[src/rtl/rsa_pkg.sv]
// Shared types and constants for the RSA modular-exponentiation slice.
package rsa_pkg;

  // Default operand width for the core, its interface and the modmul unit.
  localparam int RSA_WIDTH = 8;

  // Top-level cycles spent on one modular multiplication:
  // a dispatch cycle, one cycle per operand bit, and the result cycle.
  localparam int MM_CYCLES = RSA_WIDTH + 2;

  // Square-and-multiply sequencer states. The "next bit" bookkeeping has
  // no state of its own because it happens in the modmul result cycle.
  typedef enum logic [2:0] {
    IDLE,
    LOAD,
    REDUCE,
    SQUARE,
    MULT,
    DONE
  } rsa_state_e;

endpackage

[src/rtl/rsa_modexp_core_if.sv]
// Control/operand bundle between the RSA control FSM (master) and the
// modular-exponentiation core (slave).
interface rsa_modexp_core_if
  import rsa_pkg::*;
#(
  parameter int WIDTH = RSA_WIDTH
);
  logic             ena;
  logic             en_rsa;
  logic             rst_rsa;
  logic [WIDTH-1:0] plain;
  logic [WIDTH-1:0] exponent;
  logic [WIDTH-1:0] modulus;
  logic [WIDTH-1:0] cipher;
  logic             eoc_rsa_unit;

  modport master (
    output ena, en_rsa, rst_rsa, plain, exponent, modulus,
    input  cipher, eoc_rsa_unit
  );

  modport slave (
    input  ena, en_rsa, rst_rsa, plain, exponent, modulus,
    output cipher, eoc_rsa_unit
  );
endinterface

[src/rtl/rsa_modmul.sv]
// Bit-serial Blakley modular multiplier: p = a*b mod m.
// Timing: start cycle, WIDTH iteration cycles, then one cycle with done=1.
// Requires b < m. a, b and m must stay stable until done.
module rsa_modmul
  import rsa_pkg::*;
#(
  parameter int WIDTH = RSA_WIDTH
) (
  input  logic             clk,
  input  logic             rstb,
  input  logic             ena,
  input  logic             en,
  input  logic             abort,
  input  logic             start,
  input  logic [WIDTH-1:0] a,
  input  logic [WIDTH-1:0] b,
  input  logic [WIDTH-1:0] m,
  output logic             done,
  output logic [WIDTH-1:0] p
);
  localparam int CW = $clog2(WIDTH);

  // Two guard bits: after doubling and adding b the partial product stays
  // below 3m, which always fits in WIDTH+2 bits.
  logic [WIDTH+1:0] p_q;
  logic [WIDTH+1:0] p_sh;
  logic [WIDTH+1:0] p_s1;
  logic [WIDTH+1:0] p_nx;
  logic [WIDTH+1:0] m_x;
  logic [WIDTH+1:0] b_x;
  logic [CW-1:0]    cnt;
  logic             run;

  // One Blakley step: shift, add the selected multiplicand, then reduce
  // with up to two subtractions of m.
  // NOTE: every always_comb output gets a default value first, so no path
  // leaves it unassigned and no latch is inferred.
  always_comb begin
    m_x  = {2'b00, m};
    b_x  = a[cnt] ? {2'b00, b} : '0;
    p_sh = (p_q << 1) + b_x;
    p_s1 = (p_sh >= m_x) ? p_sh - m_x : p_sh;
    p_nx = (p_s1 >= m_x) ? p_s1 - m_x : p_s1;
  end

  // Iteration counter and partial product, frozen whenever ena or en is low.
  // NOTE: clocked state uses non-blocking assignments so every register
  // samples the pre-edge values of its neighbours.
  always_ff @(posedge clk) begin
    if (!rstb) begin
      p_q  <= '0;
      cnt  <= '0;
      run  <= 1'b0;
      done <= 1'b0;
    end else if (ena && en) begin
      if (abort) begin
        cnt  <= '0;
        run  <= 1'b0;
        done <= 1'b0;
      end else if (start) begin
        p_q  <= '0;
        cnt  <= CW'(WIDTH - 1);
        run  <= 1'b1;
        done <= 1'b0;
      end else if (run) begin
        p_q <= p_nx;
        if (cnt == '0) begin
          run  <= 1'b0;
          done <= 1'b1;
        end else begin
          cnt <= cnt - 1'b1;
        end
      end else begin
        done <= 1'b0;
      end
    end
  end

  assign p = p_q[WIDTH-1:0];

endmodule

[src/rtl/rsa_modexp_core.sv]
// Left-to-right square-and-multiply: cipher = plain^exponent mod modulus.
// Optional build macro RSA_EARLY_EXIT_EN: start scanning the exponent at
// its most significant 1 instead of at bit WIDTH-1 (same results, fewer
// modmuls). The default build scans all WIDTH bits.
module rsa_modexp_core
  import rsa_pkg::*;
#(
  parameter int WIDTH = RSA_WIDTH
) (
  input  logic            clk,
  input  logic            rstb,
  rsa_modexp_core_if.slave bus
);
  localparam int IW = $clog2(WIDTH);

  rsa_state_e       state;
  rsa_state_e       state_n;
  logic [WIDTH-1:0] plain_r;
  logic [WIDTH-1:0] exp_r;
  logic [WIDTH-1:0] mod_r;
  logic [WIDTH-1:0] acc;
  logic [WIDTH-1:0] base;
  logic [WIDTH-1:0] cipher_q;
  logic [WIDTH-1:0] mm_a;
  logic [WIDTH-1:0] mm_b;
  logic [WIDTH-1:0] mm_p;
  logic [IW-1:0]    idx;
  logic [IW-1:0]    idx_init;
  logic             eoc_q;
  logic             mm_issued;
  logic             mm_start;
  logic             mm_done;
  logic             mm_abort;
  logic             advance;
  logic             last_bit;
  logic             skip_all;

  assign advance  = bus.ena && bus.en_rsa;
  assign mm_abort = !bus.rst_rsa;
  assign last_bit = (idx == '0);

`ifdef RSA_EARLY_EXIT_EN
  function automatic logic [IW-1:0] msb_of(input logic [WIDTH-1:0] v);
    msb_of = '0;
    for (int i = 0; i < WIDTH; i++) begin
      if (v[i]) msb_of = IW'(i);
    end
  endfunction

  assign idx_init = msb_of(bus.exponent);
  assign skip_all = (exp_r == '0);
`else
  assign idx_init = IW'(WIDTH - 1);
  assign skip_all = 1'b0;
`endif

  // Sequencer register; only moves on advance cycles.
  always_ff @(posedge clk) begin
    if (!rstb) begin
      state <= IDLE;
    end else if (advance) begin
      state <= state_n;
    end
  end

  // Next state: soft reset wins, otherwise step when the modmul finishes.
  always_comb begin
    state_n = state;
    if (!bus.rst_rsa) begin
      state_n = IDLE;
    end else begin
      case (state)
        IDLE:    state_n = LOAD;
        LOAD:    state_n = (bus.modulus < WIDTH'(2)) ? DONE : REDUCE;
        REDUCE:  if (mm_done) state_n = skip_all ? DONE : SQUARE;
        SQUARE:  if (mm_done) state_n = exp_r[idx] ? MULT : (last_bit ? DONE : SQUARE);
        MULT:    if (mm_done) state_n = last_bit ? DONE : SQUARE;
        DONE:    state_n = DONE;
        default: state_n = IDLE;
      endcase
    end
  end

  // Modmul dispatch and operand selection for the current operation.
  always_comb begin
    mm_start = (state inside {REDUCE, SQUARE, MULT}) && !mm_issued;
    mm_a     = acc;
    mm_b     = acc;
    if (state == REDUCE) begin
      mm_a = plain_r;
      mm_b = WIDTH'(1);
    end else if (state == MULT) begin
      mm_b = base;
    end
  end

  // Operand capture, accumulator/bit-index bookkeeping and result/eoc
  // registers. cipher deliberately survives a soft reset.
  always_ff @(posedge clk) begin
    if (!rstb) begin
      plain_r   <= '0;
      exp_r     <= '0;
      mod_r     <= '0;
      acc       <= '0;
      base      <= '0;
      idx       <= '0;
      cipher_q  <= '0;
      eoc_q     <= 1'b0;
      mm_issued <= 1'b0;
    end else if (advance) begin
      eoc_q <= bus.rst_rsa && (state == DONE);
      if (!bus.rst_rsa) begin
        mm_issued <= 1'b0;
      end else begin
        if (mm_start)     mm_issued <= 1'b1;
        else if (mm_done) mm_issued <= 1'b0;
        case (state)
          LOAD: begin
            plain_r <= bus.plain;
            exp_r   <= bus.exponent;
            mod_r   <= bus.modulus;
            acc     <= WIDTH'(1);
            idx     <= idx_init;
            if (bus.modulus < WIDTH'(2)) cipher_q <= '0;
          end
          REDUCE: if (mm_done) begin
            base <= mm_p;
            if (skip_all) cipher_q <= acc;
          end
          SQUARE, MULT: if (mm_done) begin
            acc <= mm_p;
            // Bit finished unless a square is about to be followed by a multiply.
            if (state == MULT || !exp_r[idx]) begin
              if (last_bit) cipher_q <= mm_p;
              else          idx      <= idx - 1'b1;
            end
          end
          default: ;
        endcase
      end
    end
  end

  rsa_modmul #(.WIDTH(WIDTH)) u_modmul (
    .clk   (clk),
    .rstb  (rstb),
    .ena   (bus.ena),
    .en    (bus.en_rsa),
    .abort (mm_abort),
    .start (mm_start),
    .a     (mm_a),
    .b     (mm_b),
    .m     (mod_r),
    .done  (mm_done),
    .p     (mm_p)
  );

  assign bus.cipher       = cipher_q;
  assign bus.eoc_rsa_unit = eoc_q;

endmodule
[src/flat_wrapper.sv]
// flat-port wrapper written by rule: the top's interface ports become plain ports
module rsa_modexp_core_flat import rsa_pkg::*;
#(
  parameter int WIDTH = RSA_WIDTH
)
  (clk, rstb, bus_ena, bus_en_rsa, bus_rst_rsa, bus_plain, bus_exponent, bus_modulus, bus_cipher, bus_eoc_rsa_unit);
  rsa_modexp_core_if #(.WIDTH(WIDTH)) bus_i ();
  input  logic clk;
  input  logic rstb;
  input wire logic [$bits(bus_i.ena)-1:0] bus_ena;
  input wire logic [$bits(bus_i.en_rsa)-1:0] bus_en_rsa;
  input wire logic [$bits(bus_i.rst_rsa)-1:0] bus_rst_rsa;
  input wire logic [$bits(bus_i.plain)-1:0] bus_plain;
  input wire logic [$bits(bus_i.exponent)-1:0] bus_exponent;
  input wire logic [$bits(bus_i.modulus)-1:0] bus_modulus;
  output wire logic [$bits(bus_i.cipher)-1:0] bus_cipher;
  output wire logic [$bits(bus_i.eoc_rsa_unit)-1:0] bus_eoc_rsa_unit;
  assign bus_i.ena = bus_ena;
  assign bus_i.en_rsa = bus_en_rsa;
  assign bus_i.rst_rsa = bus_rst_rsa;
  assign bus_i.plain = bus_plain;
  assign bus_i.exponent = bus_exponent;
  assign bus_i.modulus = bus_modulus;
  assign bus_cipher = bus_i.cipher;
  assign bus_eoc_rsa_unit = bus_i.eoc_rsa_unit;
  rsa_modexp_core #(.WIDTH(WIDTH)) u_core (.clk(clk), .rstb(rstb), .bus(bus_i));
endmodule
[config.mk]
export PLATFORM = sky130hd
export DESIGN_NAME = rsa_modexp_core_flat
export DESIGN_NICKNAME = d
export VERILOG_FILES = /design/src/rtl/rsa_pkg.sv /design/src/rtl/rsa_modexp_core_if.sv /design/src/rtl/rsa_modmul.sv /design/src/rtl/rsa_modexp_core.sv /design/src/flat_wrapper.sv
export SDC_FILE = /design/constraint.sdc
export NUM_CORES = 1
export LEC_CHECK = 0
export ABC_AREA = 0
export CAP_MARGIN = 20
export CORE_MARGIN = 5
export CORE_UTILIZATION = 63
export CTS_BUF_LIST = sky130_fd_sc_hd__clkbuf_4 sky130_fd_sc_hd__clkbuf_8 sky130_fd_sc_hd__clkbuf_16
export CTS_CLUSTER_DIAMETER = 120
export DETAILED_ROUTE_END_ITERATION = 8
export HOLD_SLACK_MARGIN = 0.08
export PLACE_DENSITY = 0.86
export SLEW_MARGIN = 20
export SYNTH_ARGS = -nofsm -noshare
export SYNTH_HDL_FRONTEND = slang
export SYNTH_SLANG_ARGS = --single-unit
[constraint.sdc]
create_clock -name clk -period 16.6 [get_ports clk]
set_input_delay 1.66 -clock clk [delete_from_list [all_inputs] [get_ports clk]]
set_output_delay 1.66 -clock clk [all_outputs]
set_load 0.01 [all_outputs]
* Word-level counts from Yosys, hierarchy flattened *
Cells that the tools add are included.

operators by class
  equal/unequal tests = 17
  order comparisons = 5
  $add $sub $neg = 5
  divide/modulo/power cells = 0
  multiplexer cells = 46
  reductions and logical operators = 23
  shifts and indexed selects = 0
  bitwise operators = 0
  multipliers = 0

operators with widths
  kind                                                number
  2-to-1 mux 8 bit                                    9
  2-to-1 mux 3 bit                                    14
  case mux 8 bit (2 select lines)                     2
  2-to-1 mux 9 bit                                    3
  >= comparator 10 x 8 -> 1 bit                       2
  case mux 3 bit (6 select lines)                     1
  2-to-1 mux 1 bit                                    13
  AND reduction 4 bit                                 3
  adder 10 x 8 -> 10 bit                              1
  2-to-1 mux 10 bit                                   1
  subtractor 10 x 8 -> 10 bit                         1
  zero test 3 bit                                     3
  != test 3 bit, second input constant                3
  AND reduction 3 bit                                 3
  subtractor 9 x 8 -> 9 bit                           1
  < comparator 3 x 4 -> 1 bit, second input constant  2
  < comparator 8 x 2 -> 1 bit, second input constant  1
  AND reduction 7 bit                                 1
  binary-select mux 1 bit (select 3 bit)              2
  == test 3 x 2 -> 1 bit, second input constant       2
  == test 3 bit, second input constant                2
  != test 2 x 1 -> 1 bit, second input constant       3
  != test 3 x 1 -> 1 bit, second input constant       2
  case mux 3 bit (2 select lines)                     1
  other kinds (13)                                    20

storage, ports and cells
  bits in latches = 0
  logic and storage cells = 110
  output and inout port bits = 9
  memories kept = 0
  bits in read-only memories = 0
  bits in writable memories = 0
  input port bits = 29
  register bits = 70

* Logic depth before layout (Yosys ltp) *
  word-level depth = 12
  mapped depth = 28
  gate-level depth less buffers = 27

* Modules after synthesis *
A second synthesis with hierarchy kept.

second synthesis, totals
  cells, all modules = 587
  area, all modules = 4819.6 µm²

modules (own cells, without submodules)
  module           area each (µm²)  times used  cells an instance
  rsa_modexp_core  2737.6           1           335
  rsa_modmul       2082.0           1           252

* Least setup slack after synthesis *
No wires, ideal clock.

  path kind = reg2reg
  start point = register u_core.state[0]
  end point = register u_core.u_modmul.p_q[0]
  period minus slack after synthesis = 6.489 ns
  data required time = 16.520 ns
  setup slack = 10.111 ns
  library setup time = 0.080 ns
  buffers on the path = 1
  stages on the path, launching flop included = 28
  arrival time = 6.409 ns
  cell sequence = dfxtp_1 > buf_2 > nor3b_1 > mux4_2 > nor3b_1 > nor4_2 > nand2_1 > a21oi_1 > ha_1 > fa_1 > a21oi_1 > o22a_1 > nor2b_1 > xnor2_1 > ha_1 > a21oi_1 > o21ai_0 > nor4b_4 > mux2_2 > ha_1 > fa_1 > nor2b_1 > o21ai_0 > nor2b_1 > o21ai_0 > and3b_1 > a211o_1 > o211ai_1

between the ends
  word-level cells in the longest chain between the ends = 12
  elaborated cells on any way between the ends = 22
  classes of those cells = add/sub: 3; order compare: 2; eq/ne: 3; mux: 10; reduce/logical: 4

RTL lines
  element                                                                       RTL line                                      source
  from (decl)                                                                   rsa_modexp_core.sv:16                         rsa_state_e state;
  from (signal assigned)                                                        rsa_modexp_core.sv:62                         state <= state_n;
  == test 3 x 2 -> 1 bit                                                        rsa_modexp_core.sv:86, rsa_modexp_core.sv:89
  2-to-1 mux 8 bit                                                              rsa_modexp_core.sv:89                         if (state == REDUCE) begin
  binary-select mux 1 bit (select 3 bit)                                        rsa_modmul.sv:40                              b_x = a[cnt] ? {2'b00, b} : '0;
  2-to-1 mux 1 bit (not written as such)                                        rsa_modmul.sv:40
  2-to-1 mux 8 bit                                                              rsa_modmul.sv:40
  adder 10 x 8 -> 10 bit                                                        rsa_modmul.sv:41                              p_sh = (p_q << 1) + b_x;
  subtractor 10 x 8 -> 10 bit or >= comparator 10 x 8 -> 1 bit (tied branches)  rsa_modmul.sv:42                              p_s1 = (p_sh >= m_x) ? p_sh - m_x : p_sh;
  2-to-1 mux 10 bit                                                             rsa_modmul.sv:42
  subtractor 9 x 8 -> 9 bit or >= comparator 10 x 8 -> 1 bit (tied branches)    rsa_modmul.sv:43                              p_nx = (p_s1 >= m_x) ? p_s1 - m_x : p_s1;
  2-to-1 mux 9 bit                                                              rsa_modmul.sv:43
  2-to-1 mux 9 bit                                                              rsa_modmul.sv:65                              end else if (run) begin
  2-to-1 mux 9 bit                                                              rsa_modmul.sv:60                              end else if (start) begin
  to (signal assigned)                                                          rsa_modmul.sv:66                              p_q <= p_nx;
  to (decl)                                                                     rsa_modmul.sv:25                              logic [WIDTH+1:0] p_q;

Parallel ways exist; a longest one is shown, timed or not. The select of a mux whose other input is x is not followed.
A chain may end at the register's enable or synchronous reset.

* Worst setup path in the final report *
  start point = register u_core.state[1]
  end point = register u_core.u_modmul.p_q[3]

The elaborated chain is that of the path after synthesis.

==> impl_metrics.yaml <==
run_status:
  outcome: "finished, final reports clean"
synth:
  netlist_instances: 579
  synth.top_cell.area_share_pct: 30.12
  synth_top_cell_by_area: "dfxtp_1"
  synth_flop_cell: "dfxtp_1"
  ys_ff_latch: 70
  synth_enable_flop_cells: 0
  syn_area_um2: 4653
  synth_area_per_cell_um2: 8.037
  ys_warn_count: 0
  synthArstFlopShare_pct: 0
  syn_nets: 638
  seq_area_frac_synth_pct: 30.12
  yosys-top-cells-area: "dfxtp_1 (30%), nand2_1 (9.4%), ha_1 (7.3%)"
  synth.distinct_cells: 64
placement:
  placedInstanceArea_um2: 5087
  portBuffers: 37
  dp_hpwl_um: 9173
  post-place-ws_ns: 9.264
  dp.cells: 696
  gp_congestion: 0.9222
routing:
  drt-pass1-iter-count: 5
  num_vias: 4420
  viasPerCell: 6.208
  drtIter0Drc: 422
  ant_nets: 0
  wl_per_cell_um: 16.99
  drc: 0
  wl_um: 12100
sta:
  fin_ws_ns: 9.096
  tns_ns: 0
  max_freq_mhz: 133.3
  setup_violations: 0
  tightestPinTransition_ns: 0.9518
  max-slew-margin-rel_pct: 36.06
  grt_setup_unrepaired: "no"
  period_minus_slack_ns: 7.504
  maxSlewViolCount: 0
  finalCritPeriodShare_pct: 45.21
  finalClockSkew_ns: 0.008845
  final-hold-violation-count: 0
final_layout:
  multi_input_area_um2: 3090
  design_area_um2: 5313
  layout_common_cells: "nand2_1 (116), dfxtp_1 (70), clkdlybuf4s50_1 (37)"
  layout-drive-gt1-share_pct: 6.525
  fillerInstances: 562
  register_area_um2: 1401
  n_antenna_cell: 0
  fin_cells: 712
  fin_nets: 667
  final_common_cell: "nand2_1"
  syn_to_final_growth_pct: 14.17
grt:
  track_usage_pct: 27.59
  grt_pass1_wl_um: 19960
  first_global_vias: 4245
  antenna_found_initial: 0
  overflow: 0
  grt_max_degree: 65
clock_network:
  htreeDepth: 3
  cts_buffer_depth: 2
  clk_pin_slew_worst_paths_ns: 0.08
  cts_hold_buf: 0
  insertion_delay_ns: 0.35
  cts.sinks: 70
  cts_resized: 0
  root_buffer: "clkbuf_8"
  cts_inserted_buffers: 9
  post_cts_buffers: 0
  cts_tree: "yes"
worst_hold_path:
  hp-class: "flop to flop"
  hold_depth: 2
pwr:
  ir_drop_mv: 0.05220
  cellPowerDensity_nw_per_um2: 67.55
  p_leak_nw: 1.954
flow_run:
  maxCapViolCount: 0
floorplanning:
  rows: 31
  die_x_um: 95.94
  die-area_um2: 9204
  core-area_um2: 7214
  io_pins: 38
  die_h_um: 95.94
  initial_utilization_pct: 64.50
setup_path:
  crit_fanout: 17
  cpPeakStageDelay_ns: 0.66
  path_class: "flop to flop"
  reg2reg_slack_ns: 9.10
  reg2reg_depth: 26
  cp.required_ns: 16.82
  cp_slowest_cell: "nor4b_4"
  start_kind: "flop"
  crit_path_end_kind: "flop"
  worstPathArrival_ns: 7.73
layer usage:
layer  global-route usage [%]  share of wire, %  vias to the layer above
met2                    45.28                47                      201
met5                        0                 0                        -
met1                    37.51                44                     2092
met4                    5.924               1.7                        0
met3                    5.629               7.9                       30
li1                         -                 -                     2097
where the power goes:
part           leakage (nW)  internal [mW]  switching, mW
sequential            0.564          0.169        0.00109
clock                 0.111         0.0876         0.0692
combinational          1.28         0.0156         0.0169
final cells by class:
class,count,share of cell area (%)
clock buffer,10,2.473
timing repair buffer,39,7.254
clock inverter,6,1.766
multi-input combinational,465,58.17
inverter,23,1.625
tap,99,2.332
sequential,70,26.38
kinds of logic (layout without fill, tap and decap cells):
kind of cell | after synthesis | after routing | share of synthesized area [%]
buffers and inverters | 44 | 78 | 3.576
AOI/OAI and AO/OA | 148 | 148 | 21.89
xor gates and xnor gates | 13 | 13 | 2.447
and+or+nand+nor | 246 | 246 | 26.19
muxes | 28 | 28 | 7.233
DFF | 70 | 70 | 30.12
adders and majority gates | 30 | 30 | 8.551
through the flow:
| stage | util (%) | power (mW) | hold slack [ns] |
|---|---|---|---|
| after CTS | 73.64 | 0.3592 | 0.4704 |
| after global routing | 73.64 | 0.3701 | 0.4964 |
| after detailed placement | 70.52 | 0.2051 | 0.4587 |
| final | 73.64 | 0.3588 | 0.4690 |
| after global placement | 70.45 | 0.2042 | 0.4513 |
| after floorplan | - | 0.1928 | 0.4402 |
worst max-delay path, delay by kind of cell (launching register included):
kind | cells | cell delay [ns]
fa+ha+maj | 5 | 1.60
simple gates | 10 | 2.45
mux | 2 | 0.81
xor+xnor | 1 | 0.16
compound gates | 8 | 1.75
flops | 1 | 0.61
cell usage after synthesis, types with 4 or more instances:
cell,instances
xnor2_1,9
mux2i_1,19
o21ai_0,26
a211oi_1,4
o21a_1,5
ha_1,27
xor2_1,4
mux2_2,5
nand4_1,6
nor2b_1,31
a21o_1,4
a21boi_0,36
nand3_1,8
nor3b_1,4
o221ai_1,5
dfxtp_1,70
a21oi_1,33
nor2_1,25
o211ai_1,7
nand2b_1,14
and2_1,11
nand2_1,116
nor3_1,7
clkbuf_1,19
inv_1,23
mux4_2,4
sequential cells by signal (all words and copies together) (netlist names), 3 cells and up:
register	count
u_core.u_modmul.p_q	9
u_core.acc	8
u_core.base	8
u_core.bus.cipher	8
u_core.exp_r	8
u_core.mod_r	8
u_core.plain_r	8
u_core.idx	3
u_core.state	3
u_core.u_modmul.cnt	3
worst paths after layout:
| check | startpoint | end |
|---|---|---|
| worst max-delay path | u_core.state[1]$_SDFFE_PN0P_ | u_core.u_modmul.p_q[3]$_SDFFE_PN0P_ |
| worst min-delay path | u_core.exp_r[1]$_SDFFE_PN0P_ | u_core.exp_r[1]$_SDFFE_PN0P_ |
| worst max register to register | u_core.state[1]$_SDFFE_PN0P_ | u_core.u_modmul.p_q[3]$_SDFFE_PN0P_ |
| worst min register to register | u_core.exp_r[1]$_SDFFE_PN0P_ | u_core.exp_r[1]$_SDFFE_PN0P_ |
Note: power is estimated with default switching activity, not from simulation.
